===== config.mk =====
export PLATFORM = sky130hd
export DESIGN_NAME = prog_loader
export DESIGN_NICKNAME = d
export VERILOG_FILES = /design/src/rtl/cpu_defs_pkg.sv /design/src/rtl/prog_loader_prog_ram.sv /design/src/rtl/prog_loader.sv
export SDC_FILE = /design/constraint.sdc
export NUM_CORES = 1
export LEC_CHECK = 0
export CAP_MARGIN = 40
export CORE_MARGIN = 8
export CORE_UTILIZATION = 60
export CTS_BUF_LIST = sky130_fd_sc_hd__clkbuf_4 sky130_fd_sc_hd__clkbuf_8 sky130_fd_sc_hd__clkbuf_16
export DETAILED_ROUTE_END_ITERATION = 8
export PLACE_DENSITY = 0.79
export SYNTH_ARGS = -nofsm -noshare
export SYNTH_HDL_FRONTEND = slang
export SYNTH_HIERARCHICAL = 1
export SYNTH_SLANG_ARGS = --single-unit

===== constraint.sdc =====
create_clock -name i_clk -period 3.2 [get_ports i_clk]
set_clock_uncertainty 0.2 [all_clocks]
set_input_delay 0.48 -clock i_clk [delete_from_list [all_inputs] [get_ports i_clk]]
set_output_delay 0.48 -clock i_clk [all_outputs]
set_load 0.01 [all_outputs]

===== src/rtl/cpu_defs_pkg.sv =====
// Shared CPU definitions: loader defaults, loader state encodings and opcode constants.
package cpu_defs_pkg;

    localparam int unsigned DEPTH_DEF  = 16;
    localparam int unsigned ADDR_W_DEF = 4;
    localparam logic [7:0]  SYNC_DEF   = 8'hA5;
    localparam int unsigned LEN_W      = 5;
    localparam int unsigned DATA_W     = 8;

    typedef enum logic [2:0] {
        S_SYNC   = 3'd0,
        S_LEN    = 3'd1,
        S_DATA   = 3'd2,
        S_SUM    = 3'd3,
        S_COMMIT = 3'd4,
        S_RUN    = 3'd5,
        S_ERR    = 3'd6
    } state_t;

    localparam logic [3:0] OP_NOP = 4'b0000;
    localparam logic [3:0] OP_LDA = 4'b0001;
    localparam logic [3:0] OP_OUT = 4'b1110;
    localparam logic [3:0] OP_HLT = 4'b1111;

endpackage


===== src/rtl/prog_loader_prog_ram.sv =====
// Program store: DEPTH x 8 array, synchronous write, registered read.
// Ports: i_clk/i_rst clock and async active-low reset (read register only),
//        i_we/i_waddr/i_wdata write port, i_re/i_raddr read request,
//        o_rdata read data one cycle after request, 0 when not requested.
module prog_loader_prog_ram
    import cpu_defs_pkg::*;
#(
    parameter int unsigned DEPTH  = DEPTH_DEF,
    parameter int unsigned ADDR_W = ADDR_W_DEF
) (
    input  logic              i_clk,
    input  logic              i_rst,
    input  logic              i_we,
    input  logic [ADDR_W-1:0] i_waddr,
    input  logic [7:0]        i_wdata,
    input  logic              i_re,
    input  logic [ADDR_W-1:0] i_raddr,
    output logic [7:0]        o_rdata
);

    logic [7:0] mem [DEPTH];
    logic [7:0] rdata_q;
    logic [7:0] rdata_d;

    // Array is deliberately left unreset.
    always_ff @(posedge i_clk) begin
        if (i_we) begin
            mem[i_waddr] <= i_wdata;
        end
    end

    always_comb begin
        rdata_d = 8'h00;
        if (i_re) begin
            rdata_d = mem[i_raddr];
        end
    end

    always_ff @(posedge i_clk or negedge i_rst) begin
        if (!i_rst) begin
            rdata_q <= 8'h00;
        end else begin
            rdata_q <= rdata_d;
        end
    end

    assign o_rdata = rdata_q;

endmodule


===== src/rtl/prog_loader.sv =====
// Program loader: receives a SYNC/LEN/DATA/SUM frame over valid/ready, writes
// the program store, holds the CPU in reset until a frame verifies, and serves
// the CPU fetch port with out-of-program addresses reading as 0x00.
// Ports: i_clk, i_rst (async active-low); i_valid/i_data/o_ready byte stream;
//        i_cpu_addr/i_cpu_en/o_cpu_data fetch port; o_cpu_rst_n CPU reset;
//        o_busy frame in progress; o_err last frame rejected; o_len program length.
module prog_loader
    import cpu_defs_pkg::*;
#(
    parameter int unsigned DEPTH  = DEPTH_DEF,
    parameter int unsigned ADDR_W = ADDR_W_DEF,
    parameter logic [7:0]  SYNC   = SYNC_DEF
) (
    input  logic              i_clk,
    input  logic              i_rst,
    input  logic              i_valid,
    input  logic [7:0]        i_data,
    output logic              o_ready,
    input  logic [ADDR_W-1:0] i_cpu_addr,
    input  logic              i_cpu_en,
    output logic [7:0]        o_cpu_data,
    output logic              o_cpu_rst_n,
    output logic              o_busy,
    output logic              o_err,
    output logic [4:0]        o_len
);

    state_t             state_q, state_d;
    logic [LEN_W-1:0]   len_q, len_d;
    logic [LEN_W-1:0]   cnt_q, cnt_d;
    logic [7:0]         sum_q, sum_d;
    logic [LEN_W-1:0]   len_out_q, len_out_d;
    logic               err_q, err_d;
    logic               ready_q, ready_d;
    logic               busy_q, busy_d;
    logic               cpu_rst_n_q, cpu_rst_n_d;

    logic               accept_c;
    logic               we_c;
    logic [ADDR_W-1:0]  waddr_c;
    logic               re_c;

    assign accept_c = i_valid & ready_q;
    assign waddr_c  = cnt_q[ADDR_W-1:0];

    // Next-state and registered-output logic.
    always_comb begin
        state_d     = state_q;
        len_d       = len_q;
        cnt_d       = cnt_q;
        sum_d       = sum_q;
        len_out_d   = len_out_q;
        err_d       = err_q;
        we_c        = 1'b0;

        case (state_q)
            S_SYNC: begin
                if (accept_c && i_data == SYNC) begin
                    state_d = S_LEN;
                end
            end
            S_LEN: begin
                if (accept_c) begin
                    if (i_data == 8'h00 || i_data > 8'(DEPTH)) begin
                        state_d = S_ERR;
                    end else begin
                        len_d   = LEN_W'(i_data);
                        cnt_d   = '0;
                        sum_d   = 8'h00;
                        state_d = S_DATA;
                    end
                end
            end
            S_DATA: begin
                if (accept_c) begin
                    we_c  = 1'b1;
                    sum_d = sum_q + i_data;
                    cnt_d = cnt_q + LEN_W'(1);
                    if (cnt_d == len_q) begin
                        state_d = S_SUM;
                    end
                end
            end
            S_SUM: begin
                if (accept_c) begin
                    state_d = (i_data == sum_q) ? S_COMMIT : S_ERR;
                end
            end
            S_COMMIT: begin
                state_d   = S_RUN;
                len_out_d = len_q;
                err_d     = 1'b0;
            end
            S_RUN, S_ERR: begin
                if (accept_c && i_data == SYNC) begin
                    state_d = S_LEN;
                end
            end
            default: begin
                state_d = S_SYNC;
            end
        endcase

        // Starting a new frame hides the old program; a rejection masks partial contents.
        if (state_d == S_LEN) begin
            len_out_d = '0;
        end
        if (state_d == S_ERR) begin
            err_d     = 1'b1;
            len_out_d = '0;
        end

        ready_d     = (state_d != S_COMMIT);
        busy_d      = (state_d == S_LEN) || (state_d == S_DATA) ||
                      (state_d == S_SUM) || (state_d == S_COMMIT);
        // Lags the state by one cycle so the CPU reset falls the cycle after a leaving SYNC.
        cpu_rst_n_d = (state_q == S_RUN);
    end

    always_ff @(posedge i_clk or negedge i_rst) begin
        if (!i_rst) begin
            state_q     <= S_SYNC;
            len_q       <= '0;
            cnt_q       <= '0;
            sum_q       <= 8'h00;
            len_out_q   <= '0;
            err_q       <= 1'b0;
            ready_q     <= 1'b1;
            busy_q      <= 1'b0;
            cpu_rst_n_q <= 1'b0;
        end else begin
            state_q     <= state_d;
            len_q       <= len_d;
            cnt_q       <= cnt_d;
            sum_q       <= sum_d;
            len_out_q   <= len_out_d;
            err_q       <= err_d;
            ready_q     <= ready_d;
            busy_q      <= busy_d;
            cpu_rst_n_q <= cpu_rst_n_d;
        end
    end

    // Fetch: mask past the committed length and on a same-cycle write collision.
    assign re_c = i_cpu_en && (LEN_W'(i_cpu_addr) < len_out_q) &&
                  !(we_c && (waddr_c == i_cpu_addr));

    prog_loader_prog_ram #(
        .DEPTH  (DEPTH),
        .ADDR_W (ADDR_W)
    ) u_ram (
        .i_clk   (i_clk),
        .i_rst   (i_rst),
        .i_we    (we_c),
        .i_waddr (waddr_c),
        .i_wdata (i_data),
        .i_re    (re_c),
        .i_raddr (i_cpu_addr),
        .o_rdata (o_cpu_data)
    );

    assign o_ready     = ready_q;
    assign o_busy      = busy_q;
    assign o_err       = err_q;
    assign o_len       = len_out_q;
    assign o_cpu_rst_n = cpu_rst_n_q;

endmodule


==> results of run 1 <==
-- stage by stage --
stage / utilization / TNS [ps] / area [um2] / power, mW
floorplan: - / 0 / 7220 / 3.49
global placement: 0.664 / -3960 / 7880 / 3.82
detailed placement: 0.666 / -4080 / 7910 / 3.88
CTS: 0.719 / 0 / 8530 / 5.89
global route: 0.720 / 0 / 8540 / 6.12
finish: 0.720 / 0 / 8540 / 5.88
-- area by class of cell --
type                    count  area (um2)
clock buffers              22         505
clock inverters            10        91.3
fillers                   738        3320
inverters                  10        37.5
multi-input cells         286        2230
flip-flops and latches    166        4800
well taps                 147         184
repair buffers             78         698
-- power by group through the flow --
stage	clock network [mW]	logic, mW	registers, mW
after global routing	2.12	1.27	2.73
final	2.01	1.16	2.71
after global placement	0	1.09	2.73
after floorplan	0	0.781	2.71
after CTS	2.03	1.15	2.71
after detailed placement	0	1.14	2.75
-- cells by family after synthesis --
group	count (synthesis)	synth area share
xor gates and xnor gates	22	0.0267
adders and majority gates	13	0.0234
buffers and inverters	32	0.0288
AOI/OAI and AO/OA	77	0.0779
muxes	62	0.0999
DFF	166	0.664
and+or+nand+nor	112	0.0793
-- metal layers --
| metal | track usage | up-vias |
|---|---|---|
| li1 | - | 1988 |
| met1 | 0.260 | 2193 |
| met2 | 0.356 | 173 |
| met3 | 0.0367 | 27 |
| met4 | 0.100 | 0 |
| met5 | 0 | - |
-- Yosys cell counts (5+ instances only) --
library cell and number:
a22oi_1 25, nor2b_1 5, nor3_1 6, mux2i_1 50, o21ai_1 8, o22ai_1 7
mux4_2 5, mux2_2 5, nand3_1 12, dfrtp_1 37, inv_1 9, clkbuf_1 10
nor2_1 20, o21ai_0 10, ha_1 11, nand2_1 37, xnor2_1 13, a21oi_1 9
nand2b_1 11, edfxtp_1 128, xor2_1 9
-- flip-flops by register name (all words and copies together), names as in the netlist --
name,cells
o_cpu_rst_n,1
o_len,5
u_ram/o_rdata,8
o_ready,1
len_q,5
cnt_q,5
o_busy,1
sum_q,8
u_ram/mem,128
state_q,3
o_err,1
-- critical path, stage by stage --
cell and delay [ps]:
clkdlybuf4s50_1 440, ha_1 320, or4_1 500, nor4_2 310, buf_4 160, nor2_1 40
a311o_2 400, nor3b_4 220, buf_4 160, o41ai_2 70
-- what timing repair did --
action                     in CTS  in global routing
pin swaps                       1                  0
hold buffers                    1                  0
resized for setup               1                  3
buffers inserted                2                  0
setup endpoints to repair       6                  7
hold endpoints to repair       14                  0
-- worst max path at each step --
stage	end	cells past startpoint	start
after floorplan	u_ram/mem[0][0]	6	o_ready
after global placement	o_len[0]	9	i_data[4]
after detailed placement	o_len[2]	9	i_data[3]
after CTS	o_len[1]	10	i_data[3]
after global routing	o_len[3]	10	i_data[0]
final	o_len[1]	10	i_data[2]
==> summary.md, run 1 <==
| Metric | Value |
|---|---|
| Min Tclk post-route | `2990 ps` |
| Seq pwr share | `0.461` |
| Ys Warns | `6` |
| Vias in the first global route | `4515` |
| Leak | `3.29 nW` |
| Sequential area share after synthesis | `0.664` |
| Critical path class | `in2reg` |
| Routability cong. | `0.915` |
| TritonCTS clock tree | `yes` |
| Clock power frac | `0.342` |
| First-pass DRT Iterations | `5` |
| Worst hold start | `i_data[4]` |
| First DRT Iteration DRCs | `407` |
| Worst slack, placed | `-521 ps` |
| Remaining Overflow, GRT | `0` |
| Final Hold Viols | `0` |
| Max_cap viols | `0` |
| Hold_ws | `256 ps` |
| Post-Layout Cell Count | `719` |
| Worst hold endpoint | `u_ram/mem[14][4]` |
| Die width | `126 um` |
| Met3 WL | `961 um` |
| Post-Syn Nets | `512` |
| Largest cells by area after synthesis | `edfxtp_1 53%, dfrtp_1 13%, mux2i_1 6.9%` |
| RR Startpoint | `sum_q[4]` |
| Ys async rst share | `0.229` |
| Post-DR vias/cell | `6.09` |
| Post-DP HPWL | `10400 um` |
| CP arrival | `3090 ps` |
| Most frequent cells in the layout | `128 x edfxtp_1, 50 x mux2i_1, 44 x buf_4` |
| Data required, critical path | `3300 ps` |
| Layout cell share with drive strength beyond 1 | `0.192` |
| Layout Area Growth over Synthesis | `18.2%` |
| Transition time of the tightest slew-check pin | `605 ps` |
| Nets | `587` |
| Largest net degree at the start of global routing | `51` |
| Top-area cell type share of the netlist area | `0.532` |
| Pwr Density | `688 nW/um2` |
| Hold/Removal Path Class | `in2reg` |
| Yosys cell types | `61` |
| R2R Setup Slk | `300 ps` |
| Die ar. | `15800 um2` |
| GRT Total Usage | `0.211` |
| Period utilisation layout | `0.933` |
| Worst-Skew Late Latency | `420 ps` |
| Pint | `4.27 mW` |
| Initial Util | `0.609` |
| Final setup viols | `0` |
| Clk buf depth | `2` |
| Clock root cell | `clkbuf_16` |
| Max layer used | `met4` |
| Unrepaired setup endpoints after global routing | `no` |
| Routed WL | `16100 um` |
| Cts bufs inserted | `17` |
| Ys flop type | `edfxtp_1` |
| Average size of a mapped cell | `14.9 um2` |
| CP Max Fanout | `3` |
| Hold Crit Depth | `1` |
| Number of synthesized flops with an enable pin | `128` |
| Avg WL per Cell | `22.4 um` |
| Initial antenna violation count | `0` |
| Logic pwr share | `0.197` |
| Yosys reg bits | `166` |
| # IOs | `33` |
| Crit. End Element | `flip-flop` |
| Max_slew headroom | `0.586` |
| Worst r2r path cells | `9` |
| Switching Share | `0.273` |
| Achievable frequency | `0.335 GHz` |
| Site Rows | `40` |
| Cells after synthesis | `484` |
| First-pass GRT wire length | `25100 um` |
| Metal2 WL | `8310 um` |
| Status | `complete, no violations` |
| Sw power | `1.61 mW` |
| Mapped cell area | `7220 um2` |
| Post-route DRC | `0` |
| Post-DRT Antenna Nets | `0` |
| Startpoint types | `input port` |
| Met1 wire length | `6460 um` |
| Die height | `126 um` |
| Ant diodes | `0` |
| Via count | `4381` |
| Synth area leader | `edfxtp_1` |
| Placed insts | `684` |
| Core footprint | `11900 um2` |
| Worst vdd ir | `0.358 mV` |
| IO buf count | `32` |
| Final Slew Violations | `0` |
| R2R Path End | `o_len[1]` |
| Fin worst setup slack | `213 ps` |
| Commonest non-fill, non-tap cell in the layout | `edfxtp_1` |
| Clk pin slew, worst setup/hold paths | `60 ps` |
| H-tree lvl count | `4` |
| CTS Sinks | `166` |
Note: power is estimated with default switching activity, not from simulation.
==> run 2: changes to the inputs <==
--- a/config.mk
+++ b/config.mk
@@ -7,10 +7,11 @@
 export LEC_CHECK = 0
 export CAP_MARGIN = 40
 export CORE_MARGIN = 8
-export CORE_UTILIZATION = 60
+export CORE_UTILIZATION = 63
 export CTS_BUF_LIST = sky130_fd_sc_hd__clkbuf_4 sky130_fd_sc_hd__clkbuf_8 sky130_fd_sc_hd__clkbuf_16
 export DETAILED_ROUTE_END_ITERATION = 8
-export PLACE_DENSITY = 0.79
+export DONT_BUFFER_PORTS = 1
+export PLACE_DENSITY_LB_ADDON = 0.08
 export SYNTH_ARGS = -nofsm -noshare
 export SYNTH_HDL_FRONTEND = slang
 export SYNTH_HIERARCHICAL = 1
==> run 2 against run 1 <==
- global-route usage increased by 1.0 points
- setup slack improved by 10 ps
- first-iteration DRC count increased by 13%
- clock-buffer cell count decreased by 1
- critical path type is now reg2reg
- largest power group unchanged
==> summary.md, run 2 (synthesized netlist as in run 1, its figures left out) <==
| Metric | Value |
|---|---|
| Status | `complete, no violations` |
| Ant diodes | `0` |
| Post-DP HPWL | `10000 um` |
| Most frequent cells in the layout | `128 x edfxtp_1, 50 x mux2i_1, 37 x nand2_1, 37 x dfrtp_1, 30 x buf_4` |
| Avg WL per Cell | `23.0 um` |
| Min Tclk post-route | `2980 ps` |
| Clk pin slew, worst setup/hold paths | `60 ps` |
| Crit. End Element | `flip-flop` |
| CTS Sinks | `166` |
| Most flop-heavy register | `u_ram/mem` |
| R2R Path End | `o_len[4]` |
| Worst hold endpoint | `sum_q[7]` |
| TritonCTS clock tree | `yes` |
| IO buf count | `0` |
| Seq pwr share | `0.447` |
| Post-route DRC | `0` |
| GRT Total Usage | `0.221` |
| Max_slew headroom | `0.442` |
| Die ar. | `15100 um2` |
| Worst hold start | `i_data[7]` |
| Max reg flops | `128` |
| Commonest non-fill, non-tap cell in the layout | `edfxtp_1` |
| Die height | `123 um` |
| Sw power | `1.53 mW` |
| First DRT Iteration DRCs | `461` |
| Die width | `123 um` |
| CP arrival | `3080 ps` |
| Site Rows | `39` |
| Critical path class | `reg2reg` |
| Final setup viols | `0` |
| # IOs | `33` |
| Routability cong. | `0.925` |
| Pint | `4.53 mW` |
| Switching Share | `0.252` |
| Data required, critical path | `3300 ps` |
| First-pass DRT Iterations | `5` |
| Pwr Density | `733 nW/um2` |
| Post-DR vias/cell | `6.12` |
| Post-DRT Antenna Nets | `0` |
| Worst r2r path cells | `7` |
| Setup tns final | `0 ps` |
| Initial Util | `0.638` |
| Nets | `549` |
| Layout cell share with drive strength beyond 1 | `0.170` |
| First-pass GRT wire length | `24100 um` |
| Core footprint | `11300 um2` |
| Layout Area Growth over Synthesis | `14.4%` |
| Post-CTS Setup Inserts | `0` |
| Worst vdd ir | `0.536 mV` |
| Unrepaired setup endpoints after global routing | `no` |
| Vias in the first global route | `4153` |
| Clk buf depth | `2` |
| # resized after CTS | `0` |
| Routed WL | `15600 um` |
| Clock root cell | `clkbuf_16` |
| Final Hold Viols | `0` |
| Cts bufs inserted | `17` |
| Achievable frequency | `0.336 GHz` |
| Final Slew Violations | `0` |
| Initial antenna violation count | `0` |
| Via count | `4140` |
| Logic pwr share | `0.167` |
| Transition time of the tightest slew-check pin | `836 ps` |
| Startpoint types | `flip-flop` |
| CP Max Fanout | `5` |
| Util after Layout | `0.730` |
| Clock power frac | `0.386` |
| Period utilisation layout | `0.930` |
| Hold/Removal Path Class | `in2reg` |
| RR Startpoint | `sum_q[3]` |
| Remaining Overflow, GRT | `0` |
| Worst-Skew Late Latency | `430 ps` |
| H-tree lvl count | `4` |
| Max_cap viols | `0` |
| Hold Crit Depth | `2` |
| Largest net degree at the start of global routing | `60` |
| Leak | `3.16 nW` |
| R2R Setup Slk | `220 ps` |
==> run 2: cell count changes in the layout (fill, tap and decap cells not counted), moves of 2 or more <==
cell / change
bufinv_16: +5
dlymetal6s2s_1: -2
inv_4: -2
dlygate4sd3_1: +8
clkinv_2: -3
buf_4: -14
clkdlybuf4s50_1: -28
==> run 2: through the flow <==
stage	cell area, um2	setup slack [ps]	hold slack, ps	total power [mW]	std cells
floorplan	7220	251	-15.6	3.49	484
global placement	7460	162	-14.3	3.66	635
detailed placement	7460	122	-14.2	3.71	635
CTS	8260	231	67.3	6.08	677
global route	8260	85.3	69.7	6.29	677
finish	8260	223	82.4	6.06	677
==> run 2: worst max path at each step <==
stage	startpoint	end	slack, ps
after floorplan	o_ready	u_ram/mem[0][0]	250
after global placement	i_data[3]	o_len[0]	160
after detailed placement	i_data[3]	o_len[4]	120
after CTS	sum_q[3]	o_len[4]	230
after global routing	sum_q[3]	o_len[4]	90
final	sum_q[3]	o_len[4]	220
==> run 2: metal layers <==
metal  up-vias  global-route usage  routed length [um]
li1       1915                   -                   -
met2       148               0.350                7570
met1      2051               0.289                6580
met5         -                   0                   0
met4         0              0.0903                 293
met3        26              0.0571                1110
==> run 2: timing repair <==
| action | in CTS | in global routing |
|---|---|---|
| hold endpoints to repair | 171 | 0 |
| hold buffers | 10 | 0 |
| setup endpoints to repair | 0 | 0 |
==> run 2: power by group through the flow <==
stage / registers, mW / clock network (mW) / logic [mW]
6_report: 2.71 / 2.34 / 1.01
5_1_grt: 2.73 / 2.44 / 1.12
4_1_cts: 2.71 / 2.37 / 1.01
3_3_place_gp: 2.74 / 0 / 0.921
2_1_floorplan: 2.71 / 0 / 0.781
3_5_place_dp: 2.75 / 0 / 0.956
==> run 2: layout make-up <==
class | count | area [um2]
clock buffers | 21 | 474
clock inverters | 11 | 219
fillers | 722 | 3060
inverters | 10 | 37.5
multi-input cells | 286 | 2220
flip-flops and latches | 166 | 4800
well taps | 143 | 179
repair buffers | 40 | 335
==> run 2: worst max-delay path: stages, from the launching register on <==
cell	delay (ps)
dfrtp_1	380
ha_1	330
or4_1	540
nor4_1	420
a21oi_1	130
a311o_2	380
nor3b_4	350
o31ai_2	130
==> run 3: changes to the inputs <==
--- a/config.mk
+++ b/config.mk
@@ -6,8 +6,10 @@
 export NUM_CORES = 1
 export LEC_CHECK = 0
 export CAP_MARGIN = 40
+export CELL_PAD_IN_SITES_DETAIL_PLACEMENT = 1
+export CELL_PAD_IN_SITES_GLOBAL_PLACEMENT = 2
 export CORE_MARGIN = 8
-export CORE_UTILIZATION = 63
+export CORE_UTILIZATION = 46
 export CTS_BUF_LIST = sky130_fd_sc_hd__clkbuf_4 sky130_fd_sc_hd__clkbuf_8 sky130_fd_sc_hd__clkbuf_16
 export DETAILED_ROUTE_END_ITERATION = 8
 export DONT_BUFFER_PORTS = 1
==> run 3 against run 2 <==
- global-route usage shrank 3.0 points
- largest power group unchanged
- register-to-register slack lost 80 ps
- total power shrank 6.3%
- design area shrank 0.33%
- hold slack lost 55 ps
- setup slack lost 81 ps
- clock power shrank 18%
- non-clock buffer count grew 1
- critical endpoint is now o_len[0]
==> summary.md, run 3 (synthesized netlist as in run 1, its figures left out) <==
| Metric | Value |
|---|---|
| Seq pwr share | `0.479` |
| Clk buf depth | `2` |
| Worst-Skew Late Latency | `430 ps` |
| Placed insts | `708` |
| Most frequent cells in the layout | `128 x edfxtp_1, 50 x mux2i_1, 37 x nand2_1, 37 x dfrtp_1, 29 x buf_4` |
| Fin area | `8230 um2` |
| Startpoint types | `flip-flop` |
| Unrepaired setup endpoints after global routing | `no` |
| Core footprint | `15600 um2` |
| H-tree lvl count | `4` |
| Routability cong. | `0.800` |
| Cts bufs inserted | `17` |
| CP startpoint | `sum_q[4]` |
| Achievable frequency | `0.327 GHz` |
| Post-DP HPWL | `12000 um` |
| Sw power | `1.55 mW` |
| Final Power | `5.68 mW` |
| Die width | `141 um` |
| Hold/Removal Path Class | `in2reg` |
| RR Startpoint | `sum_q[4]` |
| Clock power frac | `0.340` |
| Met3 usage | `0.0437` |
| Hold Crit Depth | `1` |
| Switching Share | `0.274` |
| Final Slew Violations | `0` |
| Routed WL | `18100 um` |
| Multi-input logic area | `2220 um2` |
| Nets | `550` |
| IO buf count | `0` |
| Die height | `141 um` |
| R2R Setup Slk | `140 ps` |
| Initial antenna violation count | `0` |
| Period utilisation layout | `0.956` |
| Commonest non-fill, non-tap cell in the layout | `edfxtp_1` |
| Worst hold start | `i_data[4]` |
| Min Tclk post-route | `3060 ps` |
| Worst hold endpoint | `len_q[4]` |
| CTS Sinks | `166` |
| Worst r2r path cells | `7` |
| Post-route DRC | `0` |
| Max reg flops | `128` |
| Layout cell share with drive strength beyond 1 | `0.170` |
| Logic pwr share | `0.181` |
| Remaining Overflow, GRT | `0` |
| Crit. End Element | `flip-flop` |
| CP arrival | `3160 ps` |
| Die ar. | `20000 um2` |
| GRT Total Usage | `0.191` |
| Clock root cell | `clkbuf_16` |
| Worst vdd ir | `0.436 mV` |
| # resized after CTS | `0` |
| First DRT Iteration DRCs | `265` |
| Vias in the first global route | `4534` |
| Transition time of the tightest slew-check pin | `663 ps` |
| First-pass DRT Iterations | `4` |
| Util after Layout | `0.528` |
| Placed cell area | `7560 um2` |
| Initial Util | `0.463` |
| Status | `complete, no violations` |
| R2R Path End | `o_len[0]` |
| # IOs | `33` |
| First-pass GRT wire length | `27700 um` |
| Most flop-heavy register | `u_ram/mem` |
| GR Layer Usage met2 | `0.323` |
| Post-CTS Setup Inserts | `0` |
| Max_cap viols | `0` |
| Data required, critical path | `3300 ps` |
| Pint | `4.12 mW` |
| Critical path class | `reg2reg` |
| Clk pin slew, worst setup/hold paths | `60 ps` |
| Routing usage on met1 | `0.240` |
| CP Max Fanout | `5` |
| Site Rows | `46` |
| Avg WL per Cell | `24.2 um` |
| Ant diodes | `0` |
| Post-DRT Antenna Nets | `0` |
| Leak | `3.09 nW` |
| TritonCTS clock tree | `yes` |
| Setup tns final | `0 ps` |
| Register area | `4800 um2` |
| Final Hold Viols | `0` |
| Largest net degree at the start of global routing | `60` |
| Fill cells | `1503` |
| Gr busiest metal | `met2` |
| Post-Layout Cell Count | `751` |
| Layout Area Growth over Synthesis | `14.0%` |
| Post-DR vias/cell | `5.58` |
| Max_slew headroom | `0.557` |
| Via count | `4190` |
| Final setup viols | `0` |
| Pwr Density | `690 nW/um2` |
[run 3: cell count changes in the layout (fill, tap and decap cells not counted), moves of 2 or more]
cell        before  now
bufinv_16        6    1
clkbuf_4         1    5
clkbuf_8         3    1
clkinv_2         0    3
clkinv_4         3    0
clkinvlp_4       0    3
[run 3: repair_timing]
item	4_1_cts	5_1_grt
hold buffers	11	0
setup endpoints to repair	0	0
endpoints found under the hold margin	169	0
[run 3: worst max-delay path by stage]
stage                      endpoint  slack (ps)  depth (start not counted)
finish                     o_len[0]         140                          7
global route               o_len[3]         0.5                          7
CTS                        o_len[0]         160                          7
detailed placement         o_len[0]          60                          7
global placement           o_len[0]          80                          7
floorplan           u_ram/mem[0][0]         250                          6
[run 3: cell type report]
class,count,area share
clock buffers,23,0.0579
clock inverters,9,0.00973
inverters,10,0.00456
multi-input cells,286,0.270
flip-flops and latches,166,0.583
well taps,216,0.0328
repair buffers,41,0.0429
[run 3: power by group through the flow]
stage | clock, mW | combinational (mW) | sequential [mW]
floorplan | 0 | 0.781 | 2.71
global placement | 0 | 0.951 | 2.75
detailed placement | 0 | 0.987 | 2.76
CTS | 1.97 | 1.04 | 2.72
global route | 2.05 | 1.15 | 2.74
finish | 1.93 | 1.03 | 2.72
[run 3: metal layers]
layer / part of all wire / vias to the layer above
met3: 0.044 / 11
li1: - / 1917
met5: 0 / -
met1: 0.44 / 2183
met4: 0.0071 / 0
met2: 0.51 / 79
[run 3: worst max-delay path, stage by stage (launching register included)]
cell	delay (ps)
dfrtp_1	390
ha_1	310
or4_1	570
nor4_1	490
nor2_1	80
a311o_2	430
nor3b_4	340
o31ai_2	120
[run 3: metrics by stage]
| step | setup WS (ps) | hold WS, ps |
|---|---|---|
| global route | 0.487 | 1.98 |
| global placement | 77.9 | -13.5 |
| detailed placement | 59.9 | -13.6 |
| CTS | 164 | 5.14 |
| finish | 142 | 27.0 |
| floorplan | 251 | -15.6 |
